[src/rtl/load_store_unit.sv]
`default_nettype none
// ============================================================================
// Module      : load_store_unit
// Description : Bridges RISC-V byte/half/word loads and stores onto a 32-bit
//               word-wide data memory. Sub-word stores use a two-cycle
//               read-modify-write; loads are sign/zero extended. Misaligned,
//               illegal and out-of-range accesses return an error response.
//               Optional macro LSU_MISALIGN_CHECK_EN enables misalignment
//               errors; without it the low address bits are truncated.
// Revision    : 1.0 - initial release
// ============================================================================
module load_store_unit #(
    parameter int MEM_AW = 11,
    parameter int DEPTH  = 1028
) (
    input  logic              i_clk,
    input  logic              i_rstn,
    input  logic              i_req_valid,
    output logic              o_req_ready,
    input  logic              i_req_we,
    input  logic [2:0]        i_req_funct3,
    input  logic [31:0]       i_req_addr,
    input  logic [31:0]       i_req_wdata,
    output logic              o_rsp_valid,
    output logic [31:0]       o_rsp_rdata,
    output logic              o_rsp_err,
    output logic              o_mem_write,
    output logic [MEM_AW-1:0] o_mem_addr,
    output logic [31:0]       o_mem_wdata,
    input  logic [31:0]       i_mem_rdata
);

    typedef enum logic [0:0] {
        S_IDLE  = 1'b0,
        S_MERGE = 1'b1
    } state_t;

    localparam logic [2:0]  c_F3_B  = 3'b000;
    localparam logic [2:0]  c_F3_H  = 3'b001;
    localparam logic [2:0]  c_F3_W  = 3'b010;
    localparam logic [2:0]  c_F3_BU = 3'b100;
    localparam logic [2:0]  c_F3_HU = 3'b101;
    localparam logic [31:0] c_DEPTH = 32'(DEPTH);

    state_t            r_state;
    logic [MEM_AW-1:0] r_addr;
    logic [31:0]       r_old;
    logic [15:0]       r_data;
    logic [1:0]        r_lane;
    logic              r_half;
    logic              r_rsp_valid;
    logic [31:0]       r_rsp_rdata;
    logic              r_rsp_err;

    logic              w_accept;
    logic              w_f3_ok;
    logic              w_hi_err;
    logic              w_range_err;
    logic              w_misalign;
    logic              w_err;
    logic [MEM_AW-1:0] w_word_idx;
    logic [7:0]        w_byte;
    logic [15:0]       w_half;
    logic [31:0]       w_load_data;
    logic [31:0]       w_merged;

    assign w_accept    = i_req_valid & o_req_ready;
    assign w_word_idx  = i_req_addr[MEM_AW+1:2];
    assign w_hi_err    = |i_req_addr[31:MEM_AW+2];
    assign w_range_err = ({{(32-MEM_AW){1'b0}}, w_word_idx} >= c_DEPTH);
    assign w_err       = ~w_f3_ok | w_hi_err | w_range_err | w_misalign;

    // Legal size/sign encodings differ between loads and stores
    always_comb begin
        w_f3_ok = 1'b0;
        if (i_req_we) begin
            w_f3_ok = (i_req_funct3 == c_F3_B) || (i_req_funct3 == c_F3_H) ||
                      (i_req_funct3 == c_F3_W);
        end else begin
            w_f3_ok = (i_req_funct3 == c_F3_B)  || (i_req_funct3 == c_F3_H) ||
                      (i_req_funct3 == c_F3_W)  || (i_req_funct3 == c_F3_BU) ||
                      (i_req_funct3 == c_F3_HU);
        end
    end

`ifdef LSU_MISALIGN_CHECK_EN
    // Halves must be 2-byte aligned, words 4-byte aligned
    always_comb begin
        w_misalign = 1'b0;
        case (i_req_funct3)
            c_F3_H, c_F3_HU: w_misalign = i_req_addr[0];
            c_F3_W:          w_misalign = |i_req_addr[1:0];
            default:         w_misalign = 1'b0;
        endcase
    end
`else
    assign w_misalign = 1'b0;
`endif

    // Lane selection and extension of the returned memory word
    always_comb begin
        w_byte      = 8'h00;
        w_load_data = 32'h0;
        case (i_req_addr[1:0])
            2'd0:    w_byte = i_mem_rdata[7:0];
            2'd1:    w_byte = i_mem_rdata[15:8];
            2'd2:    w_byte = i_mem_rdata[23:16];
            default: w_byte = i_mem_rdata[31:24];
        endcase
        w_half = i_req_addr[1] ? i_mem_rdata[31:16] : i_mem_rdata[15:0];
        case (i_req_funct3)
            c_F3_B:  w_load_data = {{24{w_byte[7]}}, w_byte};
            c_F3_H:  w_load_data = {{16{w_half[15]}}, w_half};
            c_F3_W:  w_load_data = i_mem_rdata;
            c_F3_BU: w_load_data = {24'h0, w_byte};
            c_F3_HU: w_load_data = {16'h0, w_half};
            default: w_load_data = 32'h0;
        endcase
    end

    // Old word with the held byte/half lanes replaced by the store data
    always_comb begin
        w_merged = r_old;
        if (r_half) begin
            if (r_lane[1]) w_merged[31:16] = r_data;
            else           w_merged[15:0]  = r_data;
        end else begin
            case (r_lane)
                2'd0:    w_merged[7:0]   = r_data[7:0];
                2'd1:    w_merged[15:8]  = r_data[7:0];
                2'd2:    w_merged[23:16] = r_data[7:0];
                default: w_merged[31:24] = r_data[7:0];
            endcase
        end
    end

    assign o_req_ready = (r_state == S_IDLE);
    assign o_mem_write = (r_state == S_MERGE) |
                         (w_accept & i_req_we & (i_req_funct3 == c_F3_W) & ~w_err);
    assign o_mem_addr  = (r_state == S_MERGE) ? r_addr : w_word_idx;
    assign o_mem_wdata = (r_state == S_MERGE) ? w_merged : i_req_wdata;
    assign o_rsp_valid = r_rsp_valid;
    assign o_rsp_rdata = r_rsp_rdata;
    assign o_rsp_err   = r_rsp_err;

    // Request sequencing, RMW capture and registered response
    always_ff @(posedge i_clk or negedge i_rstn) begin
        if (!i_rstn) begin
            r_state     <= S_IDLE;
            r_addr      <= '0;
            r_old       <= 32'h0;
            r_data      <= 16'h0;
            r_lane      <= 2'd0;
            r_half      <= 1'b0;
            r_rsp_valid <= 1'b0;
            r_rsp_rdata <= 32'h0;
            r_rsp_err   <= 1'b0;
        end else begin
            r_rsp_valid <= 1'b0;
            r_rsp_rdata <= 32'h0;
            r_rsp_err   <= 1'b0;
            case (r_state)
                S_IDLE: begin
                    if (w_accept) begin
                        if (w_err) begin
                            r_rsp_valid <= 1'b1;
                            r_rsp_err   <= 1'b1;
                        end else if (!i_req_we) begin
                            r_rsp_valid <= 1'b1;
                            r_rsp_rdata <= w_load_data;
                        end else if (i_req_funct3 == c_F3_W) begin
                            r_rsp_valid <= 1'b1;
                        end else begin
                            r_state <= S_MERGE;
                            r_addr  <= w_word_idx;
                            r_old   <= i_mem_rdata;
                            r_data  <= i_req_wdata[15:0];
                            r_lane  <= i_req_addr[1:0];
                            r_half  <= (i_req_funct3 == c_F3_H);
                        end
                    end
                end
                S_MERGE: begin
                    r_state     <= S_IDLE;
                    r_rsp_valid <= 1'b1;
                end
                default: r_state <= S_IDLE;
            endcase
        end
    end

endmodule
`default_nettype wire

[config.mk]
export PLATFORM = sky130hd
export DESIGN_NAME = load_store_unit
export DESIGN_NICKNAME = d
export VERILOG_FILES = /design/src/rtl/load_store_unit.sv
export SDC_FILE = /design/constraint.sdc
export NUM_CORES = 1
export LEC_CHECK = 0
export CORE_MARGIN = 10
export CORE_UTILIZATION = 25
export CTS_BUF_LIST = sky130_fd_sc_hd__clkbuf_2 sky130_fd_sc_hd__clkbuf_4 sky130_fd_sc_hd__clkbuf_8
export CTS_CLUSTER_SIZE = 30
export DETAILED_ROUTE_END_ITERATION = 10
export GPL_TIMING_DRIVEN = 0
export SLEW_MARGIN = 20
export SYNTH_ARGS = -nofsm -noshare
export SYNTH_HDL_FRONTEND = slang
export SYNTH_SLANG_ARGS = --single-unit
[constraint.sdc]
create_clock -name i_clk -period 2.45 [get_ports i_clk]
set_input_delay 0.245 -clock i_clk [delete_from_list [all_inputs] [get_ports i_clk]]
set_output_delay 0.245 -clock i_clk [all_outputs]
set_load 0.02 [all_outputs]
==> results.rst <==
.. list-table::
   :header-rows: 1

   * - Metric
     - Value
   * - Outcome
     - completed
   * - Number of detailed-routing iterations run before antenna repair
     - 5
   * - Number of global-route vias before repair
     - 4630
   * - Total Wirelength
     - 18.95 mm
   * - Number of antenna violations at the first check in global routing
     - 0
   * - Min setup slack post-route
     - 0.09979 ns
   * - Maximum number of pins on one net before global-route repair
     - 67
   * - Clock period minus worst slack
     - 2.350 ns
   * - Deepest clock path buffer count
     - 2
   * - Syn Std Cell Area
     - 0.005012 mm2
   * - Net count reported at finish
     - 736
   * - CTS root buf
     - sky130_fd_sc_hd__clkbuf_8
   * - Delay of the slowest cell on the worst path
     - 0.62 ns
   * - Endpoint class of the critical path
     - output pin
   * - Ant. Diodes
     - 0
   * - Master of the slowest instance on the critical path
     - sky130_fd_sc_hd__clkdlybuf4s50_1
   * - Transition time of the tightest slew-check pin
     - 1.084 ns
   * - Post-detailed-route wirelength per cell
     - 21.01 um
   * - Crit Path Max Fanout
     - 9
   * - Async set-reset flop share out of synthesis
     - 100.0%
   * - Initial detailed-routing violation count
     - 284
   * - YS warnings
     - 0
   * - Cell taking the most area after synthesis
     - sky130_fd_sc_hd__dfrtp_1
   * - RD Place Congestion
     - 0.8727
   * - Critical path cell sequence
     - clkdlybuf4s50_1, nor3b_2, a41o_1, dlygate4sd2_1
   * - Number of sinks handled by clock tree synthesis
     - 97
   * - Total number of placement rows
     - 51
   * - Headroom to the max-slew limit
     - 26.59%
   * - Half-perimeter wire length after detailed placement
     - 15.37 mm
   * - Sequential Area
     - 0.002427 mm2
   * - Multi-input gate area
     - 0.002420 mm2
   * - Cell types with the largest area share after synthesis
     - sky130_fd_sc_hd__dfrtp_1 (48%), sky130_fd_sc_hd__mux2_2 (12%), sky130_fd_sc_hd__mux2i_1 (5.2%)
   * - Drt drc
     - 0
   * - Share of final-layout standard cells stronger than drive strength 1
     - 22.29%
   * - Die Footprint
     - 0.02611 mm2
   * - Vias post-DR
     - 4329
   * - Peak clock frequency supported by timing
     - 425.5 MHz
   * - Bufs and invs on worst path
     - 2
   * - Clock tree from TritonCTS
     - yes
   * - Share of Yosys cell area claimed by the top area cell type
     - 48.43%
   * - Overflow after GRT
     - 0
   * - Startpoint Class
     - input pin
   * - Fillers
     - 1949
   * - Slew Limit Fails
     - 0
   * - Required time at the worst-slack endpoint
     - 2.20 ns
   * - Arrival time at the worst endpoint
     - 2.11 ns
   * - Synth Register Bits
     - 97
   * - Number of buffers added on ports
     - 181
   * - Final setup vio count
     - 0
   * - Number of enable flip-flop cells after synthesis
     - 0
   * - CP Class
     - input pin to output pin
   * - Final hold violation count
     - 0
   * - Mean instance size in the synthesized netlist
     - 11.39 um2
   * - Y dimension of the die
     - 161.6 um
   * - Floorplan core area
     - 0.01959 mm2
   * - Via count normalized by instance count
     - 4.799
   * - Max-cap check violation count
     - 0
   * - Global-route wire length before repair
     - 28.37 mm
   * - Cell types with the highest counts after synthesis
     - sky130_fd_sc_hd__dfrtp_1 (97), sky130_fd_sc_hd__mux2_2 (55), sky130_fd_sc_hd__nor2_1 (48)
   * - Most frequent cell after synthesis
     - sky130_fd_sc_hd__dfrtp_1
   * - Power density over cell area
     - 422.2 mW/mm2
   * - Post-placement worst setup slack
     - -0.3351 ns
   * - Setup repair after global routing missed its margin
     - no
   * - Leakage dissipation
     - 3.236 nW
   * - Max H-tree Level
     - 3
   * - Yosys cell types
     - 39
   * - Floorplan die width
     - 161.6 um
   * - WHS
     - 0.3016 ns
   * - GRT Overall Usage
     - 14.13%
   * - Starting Density
     - 25.59%
   * - Syn nets
     - 543
   * - Leading register cell type out of synthesis
     - sky130_fd_sc_hd__dfrtp_1
   * - Clock Pin Slew Worst Setup and Hold Paths
     - 0.11 ns
   * - Cts bufs inserted
     - 9
   * - Hold crit path type
     - input pin to asynchronous set/reset pin
   * - Number of primary I/O pins
     - 182
   * - Cell family with most CP delay
     - buffers and inverters
   * - Clock latency on the worst-skew pair
     - 0.39 ns
   * - Layout overhead on the synthesized area
     - 47.90%
   * - Detail Route Antenna Nets
     - 0
   * - Max rail drop VDD
     - 0.2309 mV
   * - Share of the clock period used by the worst path
     - 95.93%
   * - Cells after Synth
     - 440
   * - Fin Clk Skew
     - 0.01655 ns
   * - Register area share after synthesis
     - 48.43%
final cells by class:
type,count,share of cell area (%)
Buffer,29,2.245
Clock inverter,6,0.6920
Multi-Input combinational cell,293,32.64
Timing Repair Buffer,183,24.52
Clock buffer,9,1.671
Tap cell,265,4.473
Inverter,20,1.013
Sequential cell,97,32.74
final timing paths:
check                                      from             end  slack (ns)  cells after the start
worst min register to register        r_addr[8]       r_addr[8]        0.51                      1
max in group asynchronous                i_rstn       r_data[2]        1.51                      3
worst min-delay path                     i_rstn  o_rsp_rdata[7]        0.30                      2
worst max-delay path            i_req_funct3[1]     o_mem_write         0.1                      4
min in group i_clk              i_req_wdata[15]      r_data[15]        0.43                      3
worst max register to register          r_state       r_data[3]        0.37                      5
cells in the final DEF (no fill, tap or decap), types with 18 or more instances in the layout:
master / n
sky130_fd_sc_hd__nor2_1: 46
sky130_fd_sc_hd__dfrtp_1: 97
sky130_fd_sc_hd__a21oi_1: 24
sky130_fd_sc_hd__clkdlybuf4s50_1: 143
sky130_fd_sc_hd__a21oi_2: 18
sky130_fd_sc_hd__dlygate4sd2_1: 24
sky130_fd_sc_hd__mux2i_1: 25
sky130_fd_sc_hd__nand2_1: 26
sky130_fd_sc_hd__inv_1: 20
sky130_fd_sc_hd__mux2_2: 55
routing by layer:
| layer | vias to the layer above | track usage (%) | wire [um] |
|---|---|---|---|
| met3 | 23 | 4.753 | 1501 |
| met1 | 2122 | 17.72 | 8160 |
| li1 | 1987 | - | - |
| met2 | 197 | 22.93 | 9013 |
| met4 | 0 | 3.350 | 277 |
| met5 | - | 0 | 0 |
per-stage QoR:
step / std cells / util (%) / TNS (ns) / power [W] / area [um2]
after global placement: 886 / 36.53 / -259.29 / 0.002155 / 7156
final: 902 / 37.84 / 0 / 0.003130 / 7413
after floorplan: 440 / - / 0 / 0.001807 / 5012
after CTS: 902 / 37.71 / -0.05003 / 0.003173 / 7387
after detailed placement: 887 / 36.67 / -18.98 / 0.002166 / 7184
after global routing: 902 / 37.84 / 0 / 0.003265 / 7413
repair_timing:
item	CTS	global route
buffers inserted	0	0
endpoints found under the hold margin	31	0
setup endpoints to repair	42	19
hold buffers	1	0
resized for setup	54	19
state kept, by name, summed over array words and instances (netlist names):
signal / count
o_rsp_rdata: 32
r_old: 32
r_data: 16
r_addr: 11
r_lane: 2
o_rsp_err: 1
o_rsp_valid: 1
r_half: 1
r_state: 1
report_power, final:
part	internal [W]	switching, W	total, W
Clock	0.000382	0.000630	0.00101
Combinational	0.000261	0.000255	0.000516
Sequential	0.00160	0.000000486	0.00160
cells by family (layout without fill, tap and decap cells):
group | after synthesis | after routing | synth area share [%]
buffers and inverters | 50 | 247 | 4.468
multiplexers | 99 | 99 | 23.39
flip-flops | 97 | 97 | 48.43
AO/OA/AOI/OAI | 96 | 96 | 13.90
AND/OR/NAND/NOR | 98 | 98 | 9.811
Note: power is estimated with default switching activity, not from simulation.
